### src/rtl/cd_dma_engine_if.sv
// Signal bundle between the CD DMA transfer engine, its register file and the 68k-side memory bus.
// The master modport is the engine's view; slave is the register file / bus environment.
interface cd_dma_engine_if;
    logic        START;
    logic        MODE;
    logic [23:0] SOURCE;
    logic [23:0] DEST;
    logic [15:0] VALUE;
    logic [23:0] COUNT;
    logic        BUS_REQ;
    logic        BUS_GRANT;
    logic [22:0] MEM_ADDR;
    logic [15:0] MEM_WDATA;
    logic [15:0] MEM_RDATA;
    logic        MEM_RD;
    logic        MEM_WR;
    logic        MEM_ACK;
    logic        BUSY;
    logic        DONE;
    logic        ERROR;

    modport master (
        input  START, MODE, SOURCE, DEST, VALUE, COUNT,
        input  BUS_GRANT, MEM_RDATA, MEM_ACK,
        output BUS_REQ, MEM_ADDR, MEM_WDATA, MEM_RD, MEM_WR,
        output BUSY, DONE, ERROR
    );

    modport slave (
        output START, MODE, SOURCE, DEST, VALUE, COUNT,
        output BUS_GRANT, MEM_RDATA, MEM_ACK,
        input  BUS_REQ, MEM_ADDR, MEM_WDATA, MEM_RD, MEM_WR,
        input  BUSY, DONE, ERROR
    );
endinterface

### src/rtl/cd_dma_engine.sv
// CD-system DMA transfer engine: arbitrates for the 68k bus and moves 16-bit words
// (copy or fill) with single read/write cycles, reporting busy, done and timeout error.
module cd_dma_engine #(
    parameter int TIMEOUT = 1023
) (
    input logic             CLK,
    input logic             nRESET,
    cd_dma_engine_if.master bus
);
    localparam int TW = $clog2(TIMEOUT + 1);

    typedef enum logic [2:0] {
        IDLE,
        REQ,
        READ,
        WRITE,
        NEXT,
        RELEASE
    } state_t;

    state_t        state;
    state_t        state_nx;
    logic [22:0]   src;
    logic [22:0]   dst;
    logic [15:0]   val;
    logic [15:0]   data;
    logic [23:0]   cnt;
    logic          mode;
    logic          req_made;
    logic [TW-1:0] tmo;
    logic          tmo_hit;
    logic          error_q;
    logic          done_q;

    logic          bus_req;
    logic          mem_rd;
    logic          mem_wr;
    logic [22:0]   mem_addr;
    logic [15:0]   mem_wdata;

    // Byte-address bit 0 is meaningless for word transfers.
    logic          unused_addr_lsb;
    assign unused_addr_lsb = bus.SOURCE[0] ^ bus.DEST[0];

    assign tmo_hit = (tmo == TW'(TIMEOUT - 1));

    // NOTE: state is the only register here; strobes/address decode from it, so an
    // asynchronous reset drops them immediately without extra output flops.
    always_ff @(posedge CLK or negedge nRESET) begin
        if (!nRESET) state <= IDLE;
        else         state <= state_nx;
    end

    // NOTE: every output gets a default before the case, so no path can infer a latch.
    always_comb begin
        state_nx  = state;
        bus_req   = 1'b0;
        mem_rd    = 1'b0;
        mem_wr    = 1'b0;
        mem_addr  = '0;
        mem_wdata = '0;
        unique case (state)
            IDLE: begin
                if (bus.START) state_nx = (bus.COUNT == '0) ? RELEASE : REQ;
            end
            REQ: begin
                bus_req = 1'b1;
                if (bus.BUS_GRANT) state_nx = mode ? WRITE : READ;
            end
            READ: begin
                bus_req  = 1'b1;
                mem_rd   = 1'b1;
                mem_addr = src;
                if (bus.MEM_ACK)  state_nx = WRITE;
                else if (tmo_hit) state_nx = RELEASE;
            end
            WRITE: begin
                bus_req   = 1'b1;
                mem_wr    = 1'b1;
                mem_addr  = dst;
                mem_wdata = mode ? val : data;
                if (bus.MEM_ACK)  state_nx = NEXT;
                else if (tmo_hit) state_nx = RELEASE;
            end
            NEXT: begin
                // Keep requesting while waiting for a regrant so progress is not lost.
                bus_req = 1'b1;
                if (cnt == 24'd1)       state_nx = RELEASE;
                else if (bus.BUS_GRANT) state_nx = mode ? WRITE : READ;
                else                    state_nx = REQ;
            end
            RELEASE: begin
                if (!req_made || !bus.BUS_GRANT) state_nx = IDLE;
            end
            default: state_nx = IDLE;
        endcase
    end

    // NOTE: sequential state uses non-blocking assignments so every register
    // samples the pre-edge values regardless of statement order.
    always_ff @(posedge CLK or negedge nRESET) begin
        if (!nRESET) begin
            src      <= '0;
            dst      <= '0;
            val      <= '0;
            data     <= '0;
            cnt      <= '0;
            mode     <= 1'b0;
            req_made <= 1'b0;
            tmo      <= '0;
            error_q  <= 1'b0;
            done_q   <= 1'b0;
        end else begin
            done_q <= (state == RELEASE) && (state_nx == IDLE);

            if ((state == READ || state == WRITE) && !bus.MEM_ACK) tmo <= tmo + TW'(1);
            else                                                   tmo <= '0;

            unique case (state)
                IDLE: begin
                    if (bus.START) begin
                        src      <= bus.SOURCE[23:1];
                        dst      <= bus.DEST[23:1];
                        val      <= bus.VALUE;
                        cnt      <= bus.COUNT;
                        mode     <= bus.MODE;
                        req_made <= (bus.COUNT != '0);
                        error_q  <= 1'b0;
                    end
                end
                READ: begin
                    if (bus.MEM_ACK)  data    <= bus.MEM_RDATA;
                    else if (tmo_hit) error_q <= 1'b1;
                end
                WRITE: begin
                    if (!bus.MEM_ACK && tmo_hit) error_q <= 1'b1;
                end
                NEXT: begin
                    src <= src + 23'd1;
                    dst <= dst + 23'd1;
                    cnt <= cnt - 24'd1;
                end
                default: ;
            endcase
        end
    end

    assign bus.BUS_REQ   = bus_req;
    assign bus.MEM_RD    = mem_rd;
    assign bus.MEM_WR    = mem_wr;
    assign bus.MEM_ADDR  = mem_addr;
    assign bus.MEM_WDATA = mem_wdata;
    assign bus.BUSY      = (state != IDLE);
    assign bus.DONE      = done_q;
    assign bus.ERROR     = error_q;
endmodule

### src/flat_wrapper.sv
// flat-port wrapper written by rule: the top's interface ports become plain ports
module cd_dma_engine_flat 
#(
    parameter int TIMEOUT = 1023
)
  (CLK, nRESET, bus_START, bus_MODE, bus_SOURCE, bus_DEST, bus_VALUE, bus_COUNT, bus_BUS_GRANT, bus_MEM_RDATA, bus_MEM_ACK, bus_BUS_REQ, bus_MEM_ADDR, bus_MEM_WDATA, bus_MEM_RD, bus_MEM_WR, bus_BUSY, bus_DONE, bus_ERROR);
  cd_dma_engine_if bus_i ();
  input logic CLK;
  input logic nRESET;
  input wire logic [$bits(bus_i.START)-1:0] bus_START;
  input wire logic [$bits(bus_i.MODE)-1:0] bus_MODE;
  input wire logic [$bits(bus_i.SOURCE)-1:0] bus_SOURCE;
  input wire logic [$bits(bus_i.DEST)-1:0] bus_DEST;
  input wire logic [$bits(bus_i.VALUE)-1:0] bus_VALUE;
  input wire logic [$bits(bus_i.COUNT)-1:0] bus_COUNT;
  input wire logic [$bits(bus_i.BUS_GRANT)-1:0] bus_BUS_GRANT;
  input wire logic [$bits(bus_i.MEM_RDATA)-1:0] bus_MEM_RDATA;
  input wire logic [$bits(bus_i.MEM_ACK)-1:0] bus_MEM_ACK;
  output wire logic [$bits(bus_i.BUS_REQ)-1:0] bus_BUS_REQ;
  output wire logic [$bits(bus_i.MEM_ADDR)-1:0] bus_MEM_ADDR;
  output wire logic [$bits(bus_i.MEM_WDATA)-1:0] bus_MEM_WDATA;
  output wire logic [$bits(bus_i.MEM_RD)-1:0] bus_MEM_RD;
  output wire logic [$bits(bus_i.MEM_WR)-1:0] bus_MEM_WR;
  output wire logic [$bits(bus_i.BUSY)-1:0] bus_BUSY;
  output wire logic [$bits(bus_i.DONE)-1:0] bus_DONE;
  output wire logic [$bits(bus_i.ERROR)-1:0] bus_ERROR;
  assign bus_i.START = bus_START;
  assign bus_i.MODE = bus_MODE;
  assign bus_i.SOURCE = bus_SOURCE;
  assign bus_i.DEST = bus_DEST;
  assign bus_i.VALUE = bus_VALUE;
  assign bus_i.COUNT = bus_COUNT;
  assign bus_i.BUS_GRANT = bus_BUS_GRANT;
  assign bus_i.MEM_RDATA = bus_MEM_RDATA;
  assign bus_i.MEM_ACK = bus_MEM_ACK;
  assign bus_BUS_REQ = bus_i.BUS_REQ;
  assign bus_MEM_ADDR = bus_i.MEM_ADDR;
  assign bus_MEM_WDATA = bus_i.MEM_WDATA;
  assign bus_MEM_RD = bus_i.MEM_RD;
  assign bus_MEM_WR = bus_i.MEM_WR;
  assign bus_BUSY = bus_i.BUSY;
  assign bus_DONE = bus_i.DONE;
  assign bus_ERROR = bus_i.ERROR;
  cd_dma_engine #(.TIMEOUT(TIMEOUT)) u_core (.CLK(CLK), .nRESET(nRESET), .bus(bus_i));
endmodule
### config.mk
export PLATFORM = sky130hd
export DESIGN_NAME = cd_dma_engine_flat
export DESIGN_NICKNAME = d
export VERILOG_FILES = /design/src/rtl/cd_dma_engine_if.sv /design/src/rtl/cd_dma_engine.sv /design/src/flat_wrapper.sv
export SDC_FILE = /design/constraint.sdc
export NUM_CORES = 1
export LEC_CHECK = 0
export CAP_MARGIN = 5
export CORE_AREA = 4 4 144 91
export CTS_BUF_LIST = sky130_fd_sc_hd__clkbuf_8
export DETAILED_ROUTE_END_ITERATION = 16
export DIE_AREA = 0 0 148 95
export DONT_BUFFER_PORTS = 1
export GPL_ROUTABILITY_DRIVEN = 0
export PLACE_DENSITY = 0.85
export SLEW_MARGIN = 5
export SYNTH_ARGS = -nofsm -noshare
export SYNTH_HDL_FRONTEND = slang
export SYNTH_SLANG_ARGS = --single-unit
### constraint.sdc
create_clock -name CLK -period 2.2 [get_ports CLK]
set_input_delay 0.22 -clock CLK [delete_from_list [all_inputs] [get_ports CLK]]
set_output_delay 0.22 -clock CLK [all_outputs]
set_load 0.005 [all_outputs]
## Yosys cells after proc, flatten, opt, wreduce, memory -nomap -nowiden

Index checks and enable logic that the tools add are counted.

| cells by class | value |
|---|---|
| $lt $le $gt $ge | 0 |
| muxes and demuxes | 29 |
| add/sub/neg operators | 4 |
| reductions and logical operators | 20 |
| eq/ne operators | 11 |
| $mul | 0 |
| div/mod/pow operators | 0 |
| bitwise logic cells | 0 |
| shift-type cells | 0 |

Operators with widths:

| cell | count |
|---|---|
| 23-bit case mux with 2 select lines | 3 |
| 24-bit case mux with 2 select lines | 1 |
| 23-bit by 1-bit adder with 23-bit output, second input constant | 2 |
| 23-bit 2-to-1 mux | 2 |
| 16-bit 2-to-1 mux | 2 |
| 3-bit 2-to-1 mux | 9 |
| 24-bit by 1-bit equality test with 1-bit output, second input constant | 1 |
| 24-bit zero test | 1 |
| 24-bit 2-to-1 mux | 1 |
| 24-bit nonzero test | 1 |
| 24-bit by 1-bit subtractor with 24-bit output, second input constant | 1 |
| 3-bit case mux with 6 select lines | 1 |
| 10-bit by 1-bit adder with 10-bit output, second input constant | 1 |
| 10-bit equality test, second input constant | 1 |
| 10-bit 2-to-1 mux | 1 |
| 1-bit 2-to-1 mux | 8 |
| 3-bit by 2-bit equality test with 1-bit output, second input constant | 2 |
| 3-bit equality test, second input constant | 2 |
| 3-bit zero test | 2 |
| 2-bit != test, second input constant | 3 |
| 2-bit AND reduction | 3 |
| 3-bit nonzero test | 2 |
| 5-bit AND reduction | 1 |
| 4-bit OR reduction | 1 |
| other kinds (7) | 12 |

| word-level totals | value |
|---|---|
| memory bits (writable) | 0 |
| logic and storage cells | 75 |
| ROM bits | 0 |
| output and inout port bits | 45 |
| input port bits | 110 |
| register bits | 119 |
| memories kept | 0 |
| bits in latches | 0 |

## Depth between registers and ports, before layout

| logic depth | value |
|---|---|
| depth after elaboration | 6 |
| mapped depth | 8 |
| mapped depth without buffers | 7 |

## Worst setup path before layout

OpenSTA, ideal clock, no wires.

| timing path | value |
|---|---|
| path type | flip-flop to flip-flop |
| start point | reg u_core.src[0] |
| end point | reg u_core.src[14] |
| library setup time | 0.126 ns |
| path slack | 0.265 ns |
| data required time | 2.074 ns |
| path buffers | 1 |
| cell stages (with the launch flop) | 8 |
| arrival | 1.809 ns |
| clock period less this slack | 1.935 ns |
| cells stage by stage | dfrtp_1 -> ha_1 -> clkbuf_1 -> nand2_1 -> or4_1 -> nand3_1 -> o31ai_1 -> a221o_1 |

| on the way | value |
|---|---|
| cells in the longest elaborated chain, start to end | 2 |

RTL lines:

| element | line | RTL |
|---|---|---|
| start, declared | cd_dma_engine.sv:23 | `logic [22:0] src;` |
| start signal, assigned | cd_dma_engine.sv:122 | `src <= bus.SOURCE[23:1];` |
| start signal, assigned | cd_dma_engine.sv:139 | `src <= src + 23'd1;` |
| 23-bit by 1-bit adder with 23-bit output | cd_dma_engine.sv:139 |  |
| 23-bit case mux with 2 select lines | cd_dma_engine.sv:119 | `unique case (state)` |

Every way passes these cells.
A chain may end at the register's enable or synchronous reset.

## Worst setup path in the final report

| timing path | value |
|---|---|
| start point | reg u_core.state[2] |
| end point | reg u_core.src[19] |

| on the way | value |
|---|---|
| cells in the longest elaborated chain, start to end | 3 |
| elaborated cells on any way between the ends | 6 |
| classes of those cells | 2 x eq/ne; 1 x mux; 3 x reduce/logical |

RTL lines:

| element | line | RTL |
|---|---|---|
| start, declared | cd_dma_engine.sv:21 | `state_t state;` |
| start signal, assigned | cd_dma_engine.sv:51 | `else state <= state_nx;` |
| 3-bit equality test or 3-bit zero test (tied branches) | cd_dma_engine.sv:119 |  |
| 2-bit nonzero test (no line) or 2-bit != test (tied branches) | - |  |
| 2-bit AND reduction (no line) | - |  |

Several ways; a longest one is shown, not always the timed one.

==> flow_summary.ini <==
[global_routing]
overflow = 0
antenna_found_initial = 0
grt_pass1_wl_um = 35820
grt_pass1_vias = 6878
grt_max_degree = 120
grt_use_total_pct = 32.35

[worst_setup_path]
critPathMaxFanout = 5
crit_type = register to register
cp_cell_sequence = nor3b_4 > nand2_1 > or4b_1 > o22ai_1 > a21oi_1
timing.critical_path.buf_inv = 0
arrival_ns = 2.41
end_kind = register
crit_required_ns = 2.51
crit_family = simple AND/OR/NAND/NOR gates
start_kind = register
cp_slowest_cell = or4b_1
slowest_delay_ns = 0.65

[floorplan]
die_w_um = 148
boundaryPins = 155
coreArea_mm2 = 0.01179
initial_core_util_pct = 57.89
die_h_um = 95
die_area_mm2 = 0.01406
rows = 31

[route]
vias_per_cell = 6.609
drtIter0Drc = 887
drt_wl_total_um = 22540
drc = 0
route.vias.total = 6973
ant_nets = 0
drt_first_pass_iters = 6
routedWlPerCell_um = 21.37

[final_layout]
num-nets-final = 993
fillCellCount = 863
drive_above_1_share_pct = 12.02
multi_input_area_mm2 = 0.003642
diodes = 0
syn_to_final_growth_pct = 25.11
regArea_mm2 = 0.002979

[timing]
timing.hold.ws_ns = -0.5324
final_hold_viol_count = 119
fmax_ghz = 0.4754
finClkSkew_ns = 0.01732
slew_viol_final = 0
period_minus_slack_ns = 2.103
worstMarginPinSlew_ns = 0.4464
finalCritPeriodShare_pct = 95.61
setup_viol = 0
setup-tns-final_ns = 0
slew-limit-headroom_pct = 70.01
rsz0062_at_grt = no

[synthesis]
synth-main-ff-cell = dfrtp_1
synth_edf_count = 0
synth_top_area_share_pct = 43.62
async_reset_ff_share_pct = 100.0
synthesis.nets = 885
synth_top_family_by_area = simple AND/OR/NAND/NOR gates
ys_ff_latch = 119
yosysTopAreaCell = dfrtp_1
syn_area_mm2 = 0.006827
synth_xor_xnor_area_share_pct = 2.438
synthAdderAreaFrac_pct = 1.100
synth_cell_types = 61
synthTopCellsByArea = dfrtp_1 (44%), mux2i_1 (6.0%), nand2_1 (5.9%)
yosys.area_share.simple_pct = 27.02
synth_area_per_cell_um2 = 8.877
netlist_instances = 769
yosysSeqAreaShare_pct = 43.62
synth_compound_area_share_pct = 13.60
synth_mux_area_share_pct = 8.651
yosysWarningCount = 0

[placement]
place_hpwl_um = 14070
portBuffers = 0

[clocking]
clockBufferDepth = 2
cts.sinks = 119
cts_tree = done
cts-root-buf = clkbuf_8
cts_made_buffers = 17
ctsHtreeMaxLevel = 4
clk_pin_slew_worst_paths_ns = 0.08
clk-insertion-delay-late_ns = 0.44

[run]
drv_cap = 0

[worst_hold_path]
hp-class = primary input to asynchronous set/reset pin

[power]
peakVddDrop_v = 0.0007430
p_per_area_mw_per_mm2 = 1264
power.leakage_nw = 3.539

[run_status]
status = finished, violations left
violations = negative hold slack
## synthesized netlist by cell type, drive strengths merged (7+ instances only)
cell type and number:
nand2 108, a221o 8, nor3 26, nor2 100, a31oi 7, a211oi 9
and3 9, inv 10, xor2 9, xnor2 10, buf 24, o211ai 13
dfrtp 119, o22ai 13, nand3 41, or3 10, mux2 16, nor4 20
nand4 21, a21oi 28, o311ai 8, mux2i 41, clkbuf 24, o21ai 31
## timing repair
action / CTS / global route
hold endpoints to repair: 221 / 120
buffers inserted: 0 / 0
resized for setup: 1 / 4
hold buffers: 102 / 1
cloned: 0 / 0
endpoints found under the setup margin: 16 / 18
## cell type report
class / count / share of cell area [%]
Clock buffer: 17 / 2.740
Clock inverter: 15 / 1.524
Inverter: 10 / 0.4395
Multi-Input combinational cell: 592 / 42.65
Sequential cell: 119 / 34.88
Tap cell: 165 / 2.417
Timing Repair Buffer: 137 / 15.35
## metal layers
layer	global-route usage (%)	vias to the layer above	share of wire, %
met5	0	-	0
met4	10.76	0	3.3
met3	9.736	84	12
met2	52.11	549	46
met1	42.27	3317	39
li1	-	3023	-
## final timing paths
path                                           start                    endpoint  slack [ns]  cells after the start
max reg2reg                u_core.state[2]$_DFF_PN0_  u_core.src[19]$_DFFE_PN0P_         0.1                      5
max                        u_core.state[2]$_DFF_PN0_  u_core.src[19]$_DFFE_PN0P_         0.1                      5
min in group CLK                         bus_MEM_ACK   u_core.state[0]$_DFF_PN0_        0.02                      4
min                                           nRESET  u_core.cnt[15]$_DFFE_PN0P_       -0.53                      0
max in group asynchronous                     nRESET  u_core.src[18]$_DFFE_PN0P_        2.54                      0
min reg2reg                u_core.val[5]$_DFFE_PN0P_   u_core.val[5]$_DFFE_PN0P_        0.48                      2
## cell usage in the layout, fill, tap and decap left out, drive strengths merged, types with 6 or more instances in the layout
cell	netlist	layout
nand4	21	21
xor2	9	9
o21ai	31	31
inv	10	12
dfrtp	119	119
nand2	108	108
a211oi	9	9
nand3	41	41
mux2i	41	41
clkbuf	24	17
nor3	26	26
o22ai	13	13
or3	10	10
nor4	20	20
buf	24	34
xnor2	10	10
a31oi	7	7
and3	9	9
dlygate4sd3	0	103
o211ai	13	13
ha	6	6
nor2	100	100
clkinv	0	9
o311ai	8	8
mux2	16	16
a22oi	6	6
a221o	8	8
a21oi	28	28
## cell families after synthesis
| kind of cell | after synthesis |
|---|---|
| AOI/OAI and AO/OA | 140 |
| xor gates and xnor gates | 19 |
| adders and majority gates | 6 |
| buffers and inverters | 58 |
| DFF | 119 |
| muxes | 57 |
| and+or+nand+nor | 370 |
## metrics by stage
step,instances,power [W],area [µm²],worst slack [ns],util [%]
after global placement,920,0.008141,7123,0.2154,60.41
after floorplan,769,0.007168,6827,0.2652,-
final,1055,0.01080,8541,0.09657,72.43
after CTS,1054,0.01045,8511,0.07981,72.18
after global routing,1055,0.01141,8541,0.02120,72.43
after detailed placement,920,0.008420,7123,0.1370,60.41
## state kept, by name, summed over array words and instances (netlist names)
register	count
u_core.cnt	24
u_core.dst	23
u_core.src	23
u_core.data	16
u_core.val	16
u_core.tmo	10
u_core.state	3
u_core.bus.DONE	1
u_core.bus.ERROR	1
u_core.mode	1
u_core.req_made	1
## report_power, final
part | switching, W | total, W | internal [W]
sequential | 0.00127 | 0.00443 | 0.00316
combinational | 0.00257 | 0.00451 | 0.00193
clock | 0.000963 | 0.00185 | 0.000892
total | 0.00481 | 0.0108 | 0.00599
Note: power is estimated with default switching activity, not from simulation.
